--- config.mk ---
export PLATFORM = sky130hd
export DESIGN_NAME = tinyalu_cmd_sequencer
export DESIGN_NICKNAME = d
export VERILOG_FILES = /design/src/rtl/tinyalu_cmd_sequencer.sv
export SDC_FILE = /design/constraint.sdc
export NUM_CORES = 1
export LEC_CHECK = 0
export ABC_AREA = 1
export CORE_AREA = 2 2 120 122
export DETAILED_ROUTE_END_ITERATION = 12
export DIE_AREA = 0 0 122 124
export PLACE_DENSITY = 0.65
export SLEW_MARGIN = 15
export SYNTH_ARGS = -nofsm -noshare
export SYNTH_HDL_FRONTEND = slang
export SYNTH_SLANG_ARGS = --single-unit
--- constraint.sdc ---
create_clock -name clk -period 4.15 [get_ports clk]
set_input_delay 0.83 -clock clk [delete_from_list [all_inputs] [get_ports clk]]
set_output_delay 0.83 -clock clk [all_outputs]
set_load 0.03 [all_outputs]
--- src/rtl/tinyalu_cmd_sequencer.sv ---
// Command stage in front of tinyalu: FIFO-buffers valid/ready commands, issues them one at a
// time with start/done, and returns result, tag and timeout error on a valid/ready response port.
//
// state | meaning
// IDLE  | waiting for a FIFO entry; pops head, drops NOPs, loads alu_* for real ops
// ISSUE | alu_start high, operands held, counting towards the done-timeout
// RESP  | response presented until accepted; alu_start low
module tinyalu_cmd_sequencer #(
  parameter int FIFO_DEPTH  = 4,
  parameter int TAG_W       = 4,
  parameter int TIMEOUT_CYC = 15
) (
  input  logic             clk,
  input  logic             rst,
  input  logic             cmd_valid,
  output logic             cmd_ready,
  input  logic [2:0]       cmd_op,
  input  logic [7:0]       cmd_a,
  input  logic [7:0]       cmd_b,
  input  logic [TAG_W-1:0] cmd_tag,
  output logic             alu_start,
  output logic [2:0]       alu_op,
  output logic [7:0]       alu_a,
  output logic [7:0]       alu_b,
  input  logic             alu_done,
  input  logic [15:0]      alu_result,
  output logic             rsp_valid,
  input  logic             rsp_ready,
  output logic [15:0]      rsp_result,
  output logic [TAG_W-1:0] rsp_tag,
  output logic             rsp_err,
  output logic             busy
);

  localparam int AW = $clog2(FIFO_DEPTH);
  localparam int CW = $clog2(TIMEOUT_CYC + 1);

  typedef struct packed {
    logic [2:0]       op;
    logic [7:0]       a;
    logic [7:0]       b;
    logic [TAG_W-1:0] tag;
  } cmd_t;

  typedef enum logic [1:0] {IDLE, ISSUE, RESP} state_t;

  state_t           state, state_nxt;
  cmd_t             mem [FIFO_DEPTH];
  cmd_t             head;
  logic [AW:0]      wr_ptr, rd_ptr;
  logic             empty, full, push, pop, load, timeout;
  logic [CW-1:0]    cnt, cnt_nxt;
  logic [TAG_W-1:0] tag_q;

  // Extra pointer bit distinguishes full from empty when the indices match.
  assign empty   = (wr_ptr == rd_ptr);
  assign full    = (wr_ptr[AW] != rd_ptr[AW]) && (wr_ptr[AW-1:0] == rd_ptr[AW-1:0]);
  assign head    = mem[rd_ptr[AW-1:0]];
  assign push    = cmd_valid && cmd_ready;
  assign pop     = (state == IDLE) && !empty;
  assign load    = pop && (head.op != 3'd0);
  assign cnt_nxt = cnt + 1'b1;
  assign timeout = (cnt_nxt == CW'(TIMEOUT_CYC));

  assign cmd_ready = !full && !rst;
  assign alu_start = (state == ISSUE);
  assign rsp_valid = (state == RESP);
  assign busy      = (state != IDLE) || !empty;

  always_comb begin
    state_nxt = state;
    case (state)
      IDLE:    if (load) state_nxt = ISSUE;
      ISSUE:   if (alu_done || timeout) state_nxt = RESP;
      RESP:    if (rsp_ready) state_nxt = IDLE;
      default: state_nxt = IDLE;
    endcase
  end

  always_ff @(posedge clk) begin
    if (push) mem[wr_ptr[AW-1:0]] <= '{op: cmd_op, a: cmd_a, b: cmd_b, tag: cmd_tag};
  end

  always_ff @(posedge clk) begin
    if (rst) begin
      state      <= IDLE;
      wr_ptr     <= '0;
      rd_ptr     <= '0;
      cnt        <= '0;
      alu_op     <= '0;
      alu_a      <= '0;
      alu_b      <= '0;
      tag_q      <= '0;
      rsp_result <= '0;
      rsp_tag    <= '0;
      rsp_err    <= 1'b0;
    end else begin
      state <= state_nxt;
      if (push) wr_ptr <= wr_ptr + 1'b1;
      if (pop)  rd_ptr <= rd_ptr + 1'b1;
      case (state)
        IDLE: begin
          cnt <= '0;
          if (load) begin
            alu_op <= head.op;
            alu_a  <= head.a;
            alu_b  <= head.b;
            tag_q  <= head.tag;
          end
        end
        ISSUE: begin
          cnt <= cnt_nxt;
          // A done in the same cycle as the timeout still counts as success.
          if (alu_done) begin
            rsp_result <= alu_result;
            rsp_err    <= 1'b0;
            rsp_tag    <= tag_q;
          end else if (timeout) begin
            rsp_result <= '0;
            rsp_err    <= 1'b1;
            rsp_tag    <= tag_q;
          end
        end
        default: ;
      endcase
    end
  end

endmodule

### Word-level counts from Yosys, hierarchy flattened

Memories as Yosys holds them, arrays and structs flattened. A register that Yosys moved wholly into a read port is not among the register bits.
Index checks and enable logic that the tools add are counted.
Widths: inputs -> output; s select.

| word-level totals | value |
|---|---|
| memories kept | 1 |
| RAM bits | 92 |
| bits in registers | 56 |
| output and inout bits | 44 |
| input port bits | 44 |
| word-level logic and storage cells | 57 |

| operators by class | value |
|---|---|
| reduce and logical (&&, ||, !) cells | 18 |
| eq/ne operators | 9 |
| muxes and demuxes | 15 |
| $add $sub $neg | 3 |

Memory list:

| memory | depth | width | read ports | clocked after memory_dff | wr ports | RTL line | RTL |
|---|---|---|---|---|---|---|---|
| mem | 4 | 23 | 1 | 1 | 1 | 48 | `cmd_t mem [FIFO_DEPTH];` |

Operators by type and width:

| cell | number |
|---|---|
| $mux 16 | 2 |
| $mux 2 | 5 |
| $mux 4 | 2 |
| $pmux 4 s2 | 1 |
| $add 3x1->3 const B | 2 |
| $pmux 2 s3 | 1 |
| $reduce_bool 2->1 | 3 |
| $logic_and 1x1->1 | 5 |
| $add 4x1->4 const B | 1 |
| $eq 4x4->1 const B | 1 |
| $mux 1 | 4 |
| $ne 2x1->1 const B | 2 |
| $reduce_and 2->1 | 2 |
| $eq 3x3->1 | 1 |
| $logic_not 1->1 | 3 |
| $reduce_and 3->1 | 1 |
| $reduce_bool 3->1 | 1 |
| $eq 2x1->1 const B | 1 |
| $eq 2x2->1 | 1 |
| $eq 2x2->1 const B | 1 |
| $logic_not 2->1 | 1 |
| $logic_or 1x1->1 | 2 |
| $ne 2x2->1 const B | 1 |
| $ne 1x1->1 | 1 |

### Logic depth before layout (Yosys ltp)

| depth | value |
|---|---|
| depth after elaboration | 7 |
| mapped depth | 10 |
| depth with buffers taken out | 9 |

### Worst setup path after synthesis

Ideal clock, no wire load.

| timing path | value |
|---|---|
| path type | input to register |
| from | input port rst |
| to | memory mem[0][0] (netlist bit) (enable) |
| setup slack | 1.640 ns |
| data arrival time | 2.107 ns |
| buffers on the path | 0 |
| library setup time | 0.403 ns |
| required time | 3.747 ns |
| stages | 3 |
| cell sequence | inv_1 -> nand3_1 -> nor2_1 |

| between the ends | value |
|---|---|
| cells in the longest elaborated chain, start to end | 5 |

RTL lines:

| item | RTL line | RTL |
|---|---|---|
| start, declared | 14 | `input logic rst,` |
| $logic_not 1->1 | 65 | `assign cmd_ready = !full && !rst;` |
| $logic_and 1x1->1 | 65 |  |
| $logic_and 1x1->1 | 59 | `assign push = cmd_valid && cmd_ready;` |
| $mux 1 | 81 | `if (push) mem[wr_ptr[AW-1:0]] <= '{op: cmd_op, a: cmd_a, b: cmd_b, tag: cmd_tag};` |
| $mux 1 (not written as such) | 81 |  |
| end, declared | 48 |  |

No other way between the ends.

### Worst setup path in the final report

| timing path | value |
|---|---|
| from | input port rst |
| to | output port cmd_ready |

| between the ends | value |
|---|---|
| cells in the longest elaborated chain, start to end | 2 |

RTL lines:

| item | RTL line | RTL |
|---|---|---|
| $logic_not 1->1 | 65 |  |
| $logic_and 1x1->1 | 65 |  |
| end, declared | 16 | `output logic cmd_ready,` |

No other way between the ends.

==> results by group <==
Floorplanning
  – Die area: 15130 um^2
  – Die width: 122 um
  – Core region area: 13720 um^2
  – Initial Util: 0.4384
  – Die height: 124 um
  – I/O pins: 88
  – FP Rows: 43

Detailed routing
  – Vias per cell: 4.896
  – Drc violations: 0
  – DR vias: 4181
  – Mean routed wirelength per cell: 14.34 um
  – Initial DRC Count: 212
  – First drt pass iteration count: 4
  – Post-DRT Antenna Nets: 0
  – Post-Route WL: 12250 um

Layout
  – Layout fillers: 1194
  – P&R area growth vs syn: 25.96%
  – Nets@finish: 712
  – Finished Cell Area: 7576 um^2
  – Ant diodes: 0
  – Share of cells above drive strength 1: 0.1053

Worst setup path
  – Worst setup path end: cmd_ready
  – Critical path origin: rst
  – Peak fanout along the critical path: 2
  – R2R depth: 9
  – Startpoint types: primary input
  – R2R setup slack: 1.86 ns
  – Crit path DAT: 2.16 ns
  – R2r endpoint: alu_b[1]$_SDFFE_PP0P_
  – CP Class: primary input to primary output
  – WP data required: 3.32 ns
  – Crit path capture type: primary output

Logic synthesis
  – Synth warnings: 0
  – Mean area per synthesized cell: 10.44 um^2
  – Post-synthesis sequential area ratio: 0.6524
  – Unique cell type count in the Yosys netlist: 28
  – Largest area contributor in the netlist: edfxtp_1
  – Post-synth top flop: edfxtp_1
  – Most frequent cell after synthesis: edfxtp_1
  – Async S/R FF share, synth: 0
  – Post-synth top cells: edfxtp_1, nor2_1, nand2_1
  – Dominant cells by area after synthesis: edfxtp_1, dfxtp_1, nor2_1, nand2_1, nand3_1
  – #FFs+latches synth: 150
  – EDFF count, synth: 92
  – Post-Syn Area: 6015 um^2
  – Post-Syn Nets: 627
  – Post-synthesis cell count: 576
  – Post-synth top area share: 0.4593

Global route
  – Vias in the first global route: 3924
  – Gr usage total: 0.1702
  – Initial antenna violation count: 0
  – Global-route wire length before repair: 19670 um
  – Gr ovfl total: 0
  – Largest net degree at the start of global routing: 48

Timing
  – Fmax: 334.2 MHz
  – Worst-Margin Slew: 0.6986 ns
  – Tmin final: 2.992 ns
  – Finish-stage setup viols: 0
  – RSZ-0062 raised after global routing: no
  – TNS Setup: 0 ns
  – Worst Hold Slack: 0.4614 ns
  – Slew HR: 0.5336
  – Crit share post-route: 0.7209
  – Worst clock skew: 0.008564 ns
  – Max Slew Vio Count: 0
  – Final Hold Vio Count: 0

Pwr
  – VDD IR max: 302.3 uV
  – Lkg Pwr: 0.002816 uW
  – Pwr Density: 657.6 nW/um^2

Clock network
  – Setup Buffers After CTS: 0
  – Cts hold-fix bufs: 0
  – Worst skew pair latency: 0.42 ns
  – CTS tree: done
  – CTS Root Buffer Type: clkbuf_16
  – Num CTS Buffers: 17
  – Resized cells post-CTS: 0
  – Longest Clk Path Bufs: 2
  – H-tree levels: 4
  – Clock transition at the registers of the reported paths: 0.06 ns
  – Num Clock Sinks: 150

Worst hold path
  – Hold Crit Start: rsp_result[12]$_SDFFE_PP0P_
  – Worst min path class: register to register

Place
  – PortBufs: 87
  – Dpl hpwl: 7786 um
  – GPL Wtd Cong: 0.7875
  – Area of placed instances: 7013 um^2

Flow run
  – Max cap viols: 0

Run status
  – Status: complete, no violations
[how the worst min path moves through the flow]
stage | cells past startpoint | endpoint
2_1_floorplan | 2 | cnt[3]$_SDFFE_PP0P_
3_3_place_gp | 2 | rsp_result[2]$_SDFFE_PP0P_
5_1_grt | 2 | rsp_result[4]$_SDFFE_PP0P_
4_1_cts | 2 | rsp_tag[1]$_SDFFE_PP0P_
3_5_place_dp | 2 | rsp_tag[1]$_SDFFE_PP0P_
6_report | 2 | rsp_result[12]$_SDFFE_PP0P_
[logic make-up (layout without fill, tap and decap cells)]
group | after synthesis | after routing | synth area share
flip-flops | 150 | 150 | 0.6524
XOR/XNOR | 4 | 4 | 0.007075
AO/OA/AOI/OAI | 98 | 98 | 0.08696
AND/OR/NAND/NOR | 239 | 239 | 0.1789
buffers and inverters | 78 | 176 | 0.06012
adder cells (fa/ha/maj) | 7 | 7 | 0.01456
[worst max-delay path, stage by stage]
cell and delay (ns):
clkdlybuf4s50_1 0.44, inv_1 0.09, nand2_1 0.06, inv_1 0.08, clkdlybuf4s50_1 0.67
[sequential cells by signal, summed over array words and instances, names as in the netlist, named ones only]
register	flops
alu_a	8
rsp_tag	4
rd_ptr	3
wr_ptr	3
tag_q	4
mem	92
alu_op	3
rsp_result	16
alu_b	8
cnt	4
state	2
rsp_err	1
[power by group]
part           internal (uW)  leakage [uW]  switching (uW)
Clock                    790      0.000273             642
Combinational            587       0.00123            1100
Sequential              1760       0.00131            96.6
[per-layer routing]
metal,vias up,GRT usage,wire (um)
met5,-,0,0
met4,0,0.05891,165
met3,17,0.04121,701
met2,114,0.2800,5820
met1,1923,0.2210,5559
li1,2127,-,-
[per-stage QoR]
stage	util	cells	power, uW	setup WS, ns
2_1_floorplan	-	576	3123	1.640
3_3_place_gp	0.5112	822	3561	1.144
3_5_place_dp	0.5112	822	3592	1.154
6_report	0.5522	854	4982	1.158
4_1_cts	0.5522	854	5037	1.143
5_1_grt	0.5522	854	5304	1.068
[placed cells by master, fill, tap and decap left out, drive strengths merged, types with 7 or more instances in the layout]
master,instances
dfxtp,58
o22ai,20
clkbuf,17
a21oi,33
nor2,92
edfxtp,92
clkdlybuf4s50,87
buf,10
inv,56
nand3,58
o21ai,45
nand2,83
ha,7
[layout make-up]
type / count / area (um^2) / area share
clock buffer: 17 / 425.4 / 0.05615
tap: 180 / 225.2 / 0.02973
inverter: 47 / 178.9 / 0.02362
multi-input combinational: 348 / 1739 / 0.2296
timing repair buffer: 97 / 945.9 / 0.1249
sequential: 150 / 3924 / 0.5179
clock inverter: 15 / 137.6 / 0.01817
Power figures use the tool's default switching activity.
